**src/rtl/alu_issue_stage.sv**
```systemverilog
// RV32I decode-to-execute issue stage: decodes OP / OP-IMM / LUI into an ALU
// opcode plus operands and buffers issued bundles in a 2-entry skid register.
module alu_issue_stage #(
  parameter int CNT_W = 16
) (
  input  logic             clk,
  input  logic             reset,
  input  logic             flush,
  input  logic             in_valid,
  output logic             in_ready,
  input  logic [31:0]      instr,
  input  logic [31:0]      rs1_data,
  input  logic [31:0]      rs2_data,
  output logic             out_valid,
  input  logic             out_ready,
  output logic [3:0]       ALU_op,
  output logic [31:0]      alu_data1,
  output logic [31:0]      alu_data2,
  output logic [4:0]       rd_addr,
  output logic             rd_we,
  output logic             illegal,
  output logic [CNT_W-1:0] issued_count,
  output logic [CNT_W-1:0] illegal_count
);

  typedef struct packed {
    logic [3:0]  op;
    logic [31:0] d1;
    logic [31:0] d2;
    logic [4:0]  rd;
    logic        we;
    logic        ill;
  } bundle_t;

  localparam logic [1:0] EMPTY     = 2'd0;
  localparam logic [1:0] FULL      = 2'd1;
  localparam logic [1:0] SKID_FULL = 2'd2;

  logic [1:0]       state_r, state_nxt_s;
  logic             in_ready_r, out_valid_r;
  bundle_t          main_r, skid_r, dec_s;
  logic [CNT_W-1:0] issued_cnt_r, illegal_cnt_r;
  logic             in_fire_s, out_fire_s;
  logic             main_ld_dec_s, main_ld_skid_s, skid_ld_s;
  logic [3:0]       op_s;
  logic [31:0]      d1_s, d2_s;
  logic             legal_s, f7_zero_s, f7_alt_s;

  assign f7_zero_s  = (instr[31:25] == 7'b0000000);
  assign f7_alt_s   = (instr[31:25] == 7'b0100000);
  assign in_fire_s  = in_valid & in_ready_r & ~flush;
  assign out_fire_s = out_valid_r & out_ready;

  // Decode the offered instruction; illegal encodings are zeroed below.
  always_comb begin
    op_s    = 4'd0;
    d1_s    = 32'd0;
    d2_s    = 32'd0;
    legal_s = 1'b0;
    case (instr[6:0])
      7'b0110011: begin
        d1_s = rs1_data;
        d2_s = rs2_data;
        case (instr[14:12])
          3'b000: begin legal_s = f7_zero_s | f7_alt_s; op_s = f7_alt_s ? 4'd1 : 4'd0; end
          3'b001: begin legal_s = f7_zero_s; op_s = 4'd2; end
          3'b010: begin legal_s = f7_zero_s; op_s = 4'd3; end
          3'b011: begin legal_s = f7_zero_s; op_s = 4'd4; end
          3'b100: begin legal_s = f7_zero_s; op_s = 4'd5; end
          3'b101: begin legal_s = f7_zero_s | f7_alt_s; op_s = f7_alt_s ? 4'd7 : 4'd6; end
          3'b110: begin legal_s = f7_zero_s; op_s = 4'd8; end
          3'b111: begin legal_s = f7_zero_s; op_s = 4'd9; end
          default: begin legal_s = 1'b0; op_s = 4'd0; end
        endcase
      end
      7'b0010011: begin
        d1_s = rs1_data;
        d2_s = {{20{instr[31]}}, instr[31:20]};
        case (instr[14:12])
          3'b000: begin legal_s = 1'b1; op_s = 4'd0; end
          3'b001: begin legal_s = f7_zero_s; op_s = 4'd2; d2_s = {27'd0, instr[24:20]}; end
          3'b010: begin legal_s = 1'b1; op_s = 4'd3; end
          3'b011: begin legal_s = 1'b1; op_s = 4'd4; end
          3'b100: begin legal_s = 1'b1; op_s = 4'd5; end
          3'b101: begin
            legal_s = f7_zero_s | f7_alt_s;
            op_s    = f7_alt_s ? 4'd7 : 4'd6;
            d2_s    = {27'd0, instr[24:20]};
          end
          3'b110: begin legal_s = 1'b1; op_s = 4'd8; end
          3'b111: begin legal_s = 1'b1; op_s = 4'd9; end
          default: begin legal_s = 1'b0; op_s = 4'd0; end
        endcase
      end
      7'b0110111: begin
        legal_s = 1'b1;
        op_s    = 4'd10;
        d1_s    = 32'd0;
        d2_s    = {instr[31:12], 12'd0};
      end
      default: begin
        legal_s = 1'b0;
      end
    endcase
    if (legal_s) begin
      dec_s = '{op: op_s, d1: d1_s, d2: d2_s, rd: instr[11:7], we: 1'b1, ill: 1'b0};
    end else begin
      dec_s = '{op: 4'd0, d1: 32'd0, d2: 32'd0, rd: instr[11:7], we: 1'b0, ill: 1'b1};
    end
  end

  // Buffer control: choose next state and which register captures what.
  always_comb begin
    state_nxt_s    = state_r;
    main_ld_dec_s  = 1'b0;
    main_ld_skid_s = 1'b0;
    skid_ld_s      = 1'b0;
    if (flush) begin
      state_nxt_s = EMPTY;
    end else begin
      case (state_r)
        EMPTY: begin
          if (in_fire_s) begin
            main_ld_dec_s = 1'b1;
            state_nxt_s   = FULL;
          end else begin
            state_nxt_s = EMPTY;
          end
        end
        FULL: begin
          if (out_ready && in_fire_s) begin
            main_ld_dec_s = 1'b1;
            state_nxt_s   = FULL;
          end else if (out_ready) begin
            state_nxt_s = EMPTY;
          end else if (in_fire_s) begin
            skid_ld_s   = 1'b1;
            state_nxt_s = SKID_FULL;
          end else begin
            state_nxt_s = FULL;
          end
        end
        SKID_FULL: begin
          if (out_ready) begin
            main_ld_skid_s = 1'b1;
            state_nxt_s    = FULL;
          end else begin
            state_nxt_s = SKID_FULL;
          end
        end
        default: begin
          state_nxt_s = EMPTY;
        end
      endcase
    end
  end

  // State, buffer registers, registered handshakes and transfer counters.
  always_ff @(posedge clk) begin
    if (reset) begin
      state_r       <= EMPTY;
      in_ready_r    <= 1'b0;
      out_valid_r   <= 1'b0;
      main_r        <= '0;
      skid_r        <= '0;
      issued_cnt_r  <= '0;
      illegal_cnt_r <= '0;
    end else begin
      state_r     <= state_nxt_s;
      in_ready_r  <= (state_nxt_s != SKID_FULL);
      out_valid_r <= (state_nxt_s != EMPTY);
      if (main_ld_dec_s) begin
        main_r <= dec_s;
      end else if (main_ld_skid_s) begin
        main_r <= skid_r;
      end else begin
        main_r <= main_r;
      end
      if (skid_ld_s) begin
        skid_r <= dec_s;
      end else begin
        skid_r <= skid_r;
      end
      // A transfer coinciding with a flush still counts.
      if (out_fire_s) begin
        issued_cnt_r <= issued_cnt_r + CNT_W'(1);
        if (main_r.ill) begin
          illegal_cnt_r <= illegal_cnt_r + CNT_W'(1);
        end else begin
          illegal_cnt_r <= illegal_cnt_r;
        end
      end else begin
        issued_cnt_r  <= issued_cnt_r;
        illegal_cnt_r <= illegal_cnt_r;
      end
    end
  end

  assign in_ready      = in_ready_r;
  assign out_valid     = out_valid_r;
  assign ALU_op        = main_r.op;
  assign alu_data1     = main_r.d1;
  assign alu_data2     = main_r.d2;
  assign rd_addr       = main_r.rd;
  assign rd_we         = main_r.we;
  assign illegal       = main_r.ill;
  assign issued_count  = issued_cnt_r;
  assign illegal_count = illegal_cnt_r;

endmodule

```
**config.mk**
```make
export PLATFORM = sky130hd
export DESIGN_NAME = alu_issue_stage
export DESIGN_NICKNAME = d
export VERILOG_FILES = /design/src/rtl/alu_issue_stage.sv
export SDC_FILE = /design/constraint.sdc
export NUM_CORES = 1
export LEC_CHECK = 0
export BUFFER_PORTS_ARGS = -buffer_cell sky130_fd_sc_hd__clkbuf_2
export CAP_MARGIN = 20
export CORE_ASPECT_RATIO = 1.5
export CORE_UTILIZATION = 58
export CTS_CLUSTER_DIAMETER = 100
export DETAILED_ROUTE_END_ITERATION = 6
export PLACE_DENSITY = 0.89
export RECOVER_POWER = 100
export SYNTH_ARGS = -nofsm -noshare
export SYNTH_HDL_FRONTEND = slang
export SYNTH_SLANG_ARGS = --single-unit
export TNS_END_PERCENT = 100
```
**constraint.sdc**
```tcl
create_clock -name clk -period 4.2 [get_ports clk]
set_input_delay 0.42 -clock clk [delete_from_list [all_inputs] [get_ports clk]]
set_output_delay 0.42 -clock clk [all_outputs]
set_load 0.1 [all_outputs]
```
# --- Yosys cells after proc, flatten, opt, wreduce, memory -nomap -nowiden ---
# Cells that the tools add are included.
op_classes:
  n_bitwise: 5
  addsub: 2
  eq_ne: 14
  reduce_logical: 12
  mux: 32
op_table:
  columns: ["operator", "n"]
  rows:
  - ["75-bit 2-to-1 mux", 3]
  - ["32-bit one-hot mux with 3 select lines", 1]
  - ["32-bit 2-to-1 mux", 2]
  - ["4-bit one-hot mux with 8 select lines", 2]
  - ["16-bit by 1-bit adder with 16-bit output (second input constant)", 2]
  - ["7-bit by 6-bit == test with 1-bit output (second input constant)", 3]
  - ["1-bit 2-to-1 mux", 13]
  - ["3-bit == test (second input constant)", 4]
  - ["4-bit one-hot mux with 3 select lines", 1]
  - ["6-bit OR reduction", 2]
  - ["2-bit 2-to-1 mux", 5]
  - ["7-bit by 5-bit == test with 1-bit output (second input constant)", 1]
  - ["7-bit zero test", 1]
  - ["3-bit by 2-bit == test with 1-bit output (second input constant)", 2]
  - ["1-bit one-hot mux with 3 select lines", 2]
  - ["2-bit one-hot mux with 3 select lines", 1]
  - ["2-bit OR reduction", 3]
  - ["1-bit one-hot mux with 2 select lines", 2]
  - ["2-bit nonzero test", 2]
  - ["1-bit AND", 3]
  - ["3-bit by 1-bit == test with 1-bit output (second input constant)", 1]
  - ["3-bit zero test", 1]
  - ["2-bit by 1-bit == test with 1-bit output (second input constant)", 1]
  - ["2-bit == test (second input constant)", 1]
  - ["other kinds (6)", 6]
totals:
  in_bits: 101
  regBits: 186
  out_inout_bits: 109
  word_cells: 82

# --- Depth between registers and ports, before layout ---
# Gate-level depths: netlist of run 1.
logic_depth:
  ltp_word: 8
  mapped_depth: 10
  mapped_depth_nobuf: 8

# --- Worst setup path after synthesis of run 1 ---
# Ideal clock, no wire load.
synth_path:
  kind: "reg-to-reg"
  start: "reg in_ready_r (netlist: in_ready)"
  end: "reg skid_r[18] in the netlist's numbering"
  t_arrival_ns: 2.444
  synth_period_minus_slack_ns: 2.572
  stages_incl_launch_ff: 11
  path_buffers: 3
  setup_ns: 0.129
  required_time_ns: 4.071
  setup_slack_ns: 1.628
  cell_sequence: "dfxtp_1 nand2_1 nor2_1 ha_1 nand2_1 or3_1 clkbuf_1 clkbuf_1 clkbuf_1 nand3b_1 o31ai_1"
synth_between:
  elab_chain_len: 7
  word_cells_on_any_way: 8
  cone_classes: "mux: 5; bitwise: 2; reduce/logical: 1"
synth_lines:
  columns: ["element", "line", "rtl"]
  rows:
  - ["start: declaration", "40", "logic in_ready_r, out_valid_r;"]
  - ["start signal: assignment", "170", "in_ready_r <= (state_nxt_s != SKID_FULL);"]
  - ["1-bit AND (*) (2 in series)", "51", "assign in_fire_s = in_valid & in_ready_r & ~flush;"]
  - ["1-bit 2-to-1 mux", "136", "end else if (in_fire_s) begin"]
  - ["1-bit 2-to-1 mux", "134", "end else if (out_ready) begin"]
  - ["1-bit 2-to-1 mux (*)", "131", "if (out_ready && in_fire_s) begin"]
  - ["1-bit 2-to-1 mux (*)", "121", "case (state_r)"]
  - ["1-bit 2-to-1 mux (*)", "118", "if (flush) begin"]
  - ["end signal: assignment", "180", "skid_r <= dec_s;"]
  - ["end signal: assignment", "182", "skid_r <= skid_r;"]
  - ["end: declaration", "41", "bundle_t main_r, skid_r, dec_s;"]
# Mark *: on every way between the ends. The rest lies on a longest branch, timed or not.
# A chain may end at the register's enable or synchronous reset.

# --- Final worst setup path of run 1 ---
layout_path:
  start: "in instr[5]"
  end: "reg skid_r[74] in the netlist's numbering"
layout_between:
  elab_chain_len: 3
  word_cells_on_any_way: 6
  cone_classes: "eq/ne: 3; mux: 3"
layout_lines:
  columns: ["element", "line", "rtl"]
  rows:
  - ["start: declaration", "11", "input logic [31:0] instr,"]
  - ["7-bit by 6-bit == test with 1-bit output or 7-bit by 5-bit == test with 1-bit output (tied branches)", "60", "case (instr[6:0])"]
  - ["4-bit one-hot mux with 3 select lines or 1-bit one-hot mux with 3 select lines (tied branches)", "60", null]
  - ["75-bit 2-to-1 mux (*)", "105", "if (legal_s) begin"]
# Marks and branches as above.

==> impl_metrics.ini, run 1 <==
[detailed_routing]
first_pass_iters = 5
wire_per_inst_um = 17.0
viasPerCell = 6.07
vias = 8229
ant_nets = 0
wirelength_um = 23100
drc = 0
drt_iter0_markers = 592

[synth]
synth_seq_cells = 186
synth_edf_count = 0
yosysSeqAreaShare = 0.429
synth_flop_cell = dfxtp_1
synth_largest_area_cell = dfxtp_1
synth_area_um2 = 8690
yosys_warnings = 0
netlist_instances = 1007
synth.distinct_cells = 54
synth_area_leaders = dfxtp_1 43%, mux2i_1 7.7%, nand2_1 6.5%, a211oi_1 4.1%, a21oi_1 3.7%
synthesis.nets = 1112
async_reset_ff_frac = 0
synth_top_cell_area_share = 0.429
syn_area_per_cell_um2 = 8.63

[timing]
tightest_slew_ns = 1.82
worst_hold_slack_ns = 0.229
drv_slew = 129
setup_viol_count_final = 0
hold_viol = 0
slew_headroom = -0.211
rsz0062_at_grt = no
period_share = 0.766
max_freq_mhz = 311
setup_tns_ns = 0
layout_min_cycle_time_ns = 3.22
fin_skew_ns = 0.00978

[critical_path]
worstPathRequired_ns = 4.52
crit_type = input pin to flop
cp.arrival_ns = 3.54
path_common_cell = clkbuf_1
slowest_stage = clkbuf_1
max_stage_delay_ns = 1.28
endpoint_kind = flop
critical_path.top_delay_family = buffers and inverters
crit_path_start_kind = input pin
path_buf_inv = 2
crit_path_cell_trace = clkbuf_1 -> and2_0 -> clkbuf_1 -> o21bai_1 -> o2111ai_1 -> a21oi_1
path_max_fanout = 43

[cts]
cts_buffers = 17
clk_pin_slew_worst_paths_ns = 0.06
worstSkewPairLatency_ns = 0.43
cts_tree = yes
holdBufCountCts = 0
cts_max_level = 4
cts_root_buffer = clkbuf_16
cts_resized = 0
cts_setup_buffers = 0
clock_path_buffers = 2
clkSinkCount = 186

[floorplanning]
die_h_um = 152
num_rows = 54
die_area_um2 = 15500
die-width_um = 102
start_util = 0.595
coreArea_um2 = 14600
pin_count = 210

[grt]
grt_pass1_wl_um = 37000
antenna_found_initial = 0
grt_overflow = 0
gr-usage-all-layers = 0.298
first_global_vias = 7666
grt_max_degree = 85

[cells_and_area]
area_growth_pct = 16.9
fillers = 1204
drive_above_1_share = 0.142
final_common_cell = dfxtp_1
diodes = 0
layout_common_cells = 186 x dfxtp_1, 150 x nand2_1, 111 x clkbuf_1, 99 x clkbuf_2, 67 x mux2i_1
nets = 1252

[power]
p_switching_mw = 1.10
p_int_mw = 3.00
p_seq_frac = 0.442
clkPwrFrac = 0.437
peakVddDrop_mv = 0.217
power_frac_comb = 0.121
power_mw = 4.10
switching_share = 0.268
p_leak_nw = 3.41
pwr_density_cell_nw_per_um2 = 403

[flow_run]
maxCapViolCount = 2

[placed_design]
port-buffer-count = 209
hpwl_um = 14900
place_congestion = 0.888

[min_path]
hp-class = input pin to flop

[run_status]
status = finished, violations left
violations = max-capacitance violations, max-slew violations
==> registers in the layout (all words and copies together), names as in the netlist <==
| name | count |
|---|---|
| rd_addr | 5 |
| rd_we | 1 |
| illegal_count | 16 |
| skid_r | 75 |
| issued_count | 16 |
| state_r | 2 |
| ALU_op | 4 |
| alu_data2 | 32 |
| alu_data1 | 32 |
| in_ready | 1 |
| illegal | 1 |
| out_valid | 1 |
==> tightest hold or removal path: cells and delay by family <==
kind	cells	cell delay, ns
AND/OR/NAND/NOR	1	0.05
AO/OA/AOI/OAI	1	0.05
buffers and inverters	1	0.09
==> worst paths after layout <==
| check | startpoint | slack, ns | to | depth (start not counted) |
|---|---|---|---|---|
| setup reg to reg | in_ready | 1.22 | alu_data1[22] | 8 |
| hold / removal | instr[11] | 0.23 | skid_r[6] | 3 |
| hold reg to reg | skid_r[67] | 0.45 | skid_r[67] | 2 |
| setup / recovery | instr[5] | 0.98 | skid_r[74] | 6 |
==> metal layers <==
metal	wire [µm]	up-vias	track usage
li1	-	3937	-
met1	9110	3837	0.355
met2	11400	374	0.492
met3	1490	81	0.0644
met4	1030	0	0.159
met5	0	-	0
==> per-stage QoR <==
step	std cells	worst slack, ns	area [µm²]	utilization
finish	1355	0.984	10200	0.696
CTS	1355	1.74	10300	0.706
global route	1355	0.838	10200	0.696
global placement	1324	1.59	9650	0.661
floorplan	1007	1.63	8690	-
detailed placement	1324	1.46	9650	0.661
==> cell families after synthesis <==
group / after synthesis / share of synthesized area
simple gates: 320 / 0.181
flops: 186 / 0.429
fa+ha+maj: 4 / 0.00576
xor+xnor: 28 / 0.0282
compound gates: 278 / 0.206
mux: 74 / 0.0863
buf+inv: 117 / 0.0637
==> synthesized netlist by cell type (all sizes together), types with 7 or more instances <==
library cell	instances
a211oi	50
a21oi	65
a22oi	26
a31oi	44
buf	40
clkbuf	66
dfxtp	186
inv	11
mux2	7
mux2i	67
nand2	150
nand2b	7
nand3	14
nand3b	25
nand4	52
nor2	41
nor3	8
o21ai	57
o32ai	20
xnor2	10
xor2	18
==> area by class of cell <==
| cell class | instances | area, µm² | share of cell area |
|---|---|---|---|
| clock buffers | 19 | 453 | 0.0446 |
| clock inverters | 12 | 211 | 0.0208 |
| inverters | 11 | 41.3 | 0.00407 |
| multi-input cells | 704 | 4440 | 0.437 |
| flip-flops and latches | 186 | 3720 | 0.367 |
| well taps | 196 | 245 | 0.0242 |
| repair buffers | 227 | 1040 | 0.102 |
==> power groups by stage <==
stage / logic, mW / registers [mW] / clock network (mW)
2_1_floorplan: 0.174 / 2.04 / 0
3_3_place_gp: 0.489 / 1.85 / 0
3_5_place_dp: 0.495 / 1.85 / 0
4_1_cts: 0.498 / 1.81 / 1.81
5_1_grt: 0.523 / 1.81 / 1.88
6_report: 0.496 / 1.81 / 1.79
No activity file was read; power rests on OpenSTA's default activity.
==> run 2, diff against run 1 <==
Settings changed: CORE_UTILIZATION 58 to 49, PLACE_DENSITY 0.89 to 0.8.
Clock period 4.2 ns to 2.9 ns, I/O delays scaled along.
==> run 2 against run 1 <==
  * The flow now finishes without violations
  * Combinational power rose by 46%
  * Critical path depth rose by 2
  * Final cell count rose by 1.8%
  * Global-route usage fell by 6.0 points
  * Sequential power rose by 45%
  * Largest cell class unchanged
  * Highest routed layer unchanged
==> impl_metrics.ini, run 2 (synthesis results as in run 1) <==
[run_status]
status = completed

[power]
p_switching_mw = 1.67
power_frac_comb = 0.124
p_leak_nw = 3.44
pwr_density_cell_nw_per_um2 = 570
peakVddDrop_mv = 0.355
p_int_mw = 4.18
p_seq_frac = 0.447
switching_share = 0.285
clkPwrFrac = 0.429

[timing]
max_freq_mhz = 431
layout_min_cycle_time_ns = 2.32
rsz0062_at_grt = no
hold_viol = 0
setup_viol_count_final = 0
tightest_slew_ns = 1.28
slew_headroom = 0.151
fin_skew_ns = 0.0130
period_share = 0.801
setup_tns_ns = 0
drv_slew = 0

[critical_path]
r2r-start = in_ready
path_max_fanout = 12
reg2reg_depth = 8
worstPathRequired_ns = 3.24
crit_path_start_kind = flop
r2r_end = alu_data2[11]
crit_type = flop to flop
endpoint_kind = flop
r2r_setup_slack_ns = 0.58
cp.arrival_ns = 2.67

[floorplanning]
die_area_um2 = 18300
start_util = 0.501
die_h_um = 165
pin_count = 210
coreArea_um2 = 17300
die-width_um = 111
num_rows = 59

[detailed_routing]
wire_per_inst_um = 16.5
drt_iter0_markers = 847
first_pass_iters = 5
wirelength_um = 22800
vias = 8101
viasPerCell = 5.87
drc = 0
ant_nets = 0

[grt]
antenna_found_initial = 0
first_global_vias = 7217
grt_overflow = 0
gr-usage-all-layers = 0.238
grt_max_degree = 92
grt_pass1_wl_um = 35900

[cts]
cts_setup_buffers = 0
worstSkewPairLatency_ns = 0.42
cts_tree = yes
clkSinkCount = 186
clk_pin_slew_worst_paths_ns = 0.08
cts_max_level = 4
cts_resized = 0
clock_path_buffers = 2
cts_buffers = 17
holdBufCountCts = 0
cts_root_buffer = clkbuf_16

[min_path]
holdCritStartpoint = instr[9]
holdPathStages = 3
hp-class = input pin to flop
hold_end = skid_r[4]

[cells_and_area]
nets = 1258
diodes = 0
area_growth_pct = 18.1
largest-register = skid_r
largest_register_ffs = 75
drive_above_1_share = 0.150
layout_common_cells = 186 x dfxtp_1, 150 x nand2_1, 111 x clkbuf_1, 104 x clkbuf_2, 67 x mux2i_1
final_common_cell = dfxtp_1
fin_area_um2 = 10300

[placed_design]
placed_cell_area_um2 = 9790
place_congestion = 0.853
hpwl_um = 15000
port-buffer-count = 209

[flow_run]
maxCapViolCount = 0
run 2: through the flow:
stage / std cells / hold WS (ns) / power (mW) / worst slack, ns / utilization
after CTS: 1379 / 0.0750 / 5.91 / 0.831 / 0.601
after floorplan: 1007 / 0.426 / 3.21 / 0.328 / -
after detailed placement: 1347 / 0.444 / 3.41 / 0.746 / 0.564
after global placement: 1347 / 0.438 / 3.40 / 0.810 / 0.564
after global routing: 1379 / 0.0934 / 6.04 / 0.376 / 0.591
final: 1379 / 0.0904 / 5.85 / 0.577 / 0.591
run 2: routing by layer:
metal / up-vias / GRT usage / wire, µm
met3: 46 / 0.0303 / 1110
li1: 3958 / - / -
met5: - / 0 / 0
met4: 0 / 0.104 / 620
met2: 259 / 0.416 / 11600
met1: 3838 / 0.295 / 9490
run 2: worst max-delay path by stage:
stage                    end  slack [ns]      start  cells after the start
4_1_cts           skid_r[36]        0.83   in_ready                      9
5_1_grt            ALU_op[0]        0.38   in_ready                      8
3_5_place_dp       ALU_op[0]        0.75      flush                      8
3_3_place_gp       ALU_op[1]        0.81  instr[26]                      7
6_report       alu_data2[11]        0.58   in_ready                      8
2_1_floorplan     skid_r[18]        0.33   in_ready                     10
run 2: final cells by class:
type / instances / area (µm²)
fill: 1593 / 7090
multi-input combinational: 704 / 4440
sequential: 186 / 3720
timing repair buffer: 233 / 1150
clock buffer: 18 / 439
tap: 213 / 267
clock inverter: 14 / 203
inverter: 11 / 41.3
run 2: power by group through the flow:
stage               logic (mW)  registers [mW]  clock network, mW
global placement         0.726            2.68                  0
CTS                      0.733            2.62               2.56
global route             0.767            2.62               2.65
finish                   0.724            2.62               2.51
detailed placement       0.731            2.68                  0
floorplan                0.252            2.96                  0
run 2: critical path, cell delays in order, from the launching register on:
cell	delay (ns)
dfxtp_1	0.35
nand2_1	0.08
nor2_1	0.13
ha_1	0.16
nand2_1	0.08
a211oi_2	0.80
clkbuf_1	0.30
a211oi_1	0.12
a211oi_2	0.23
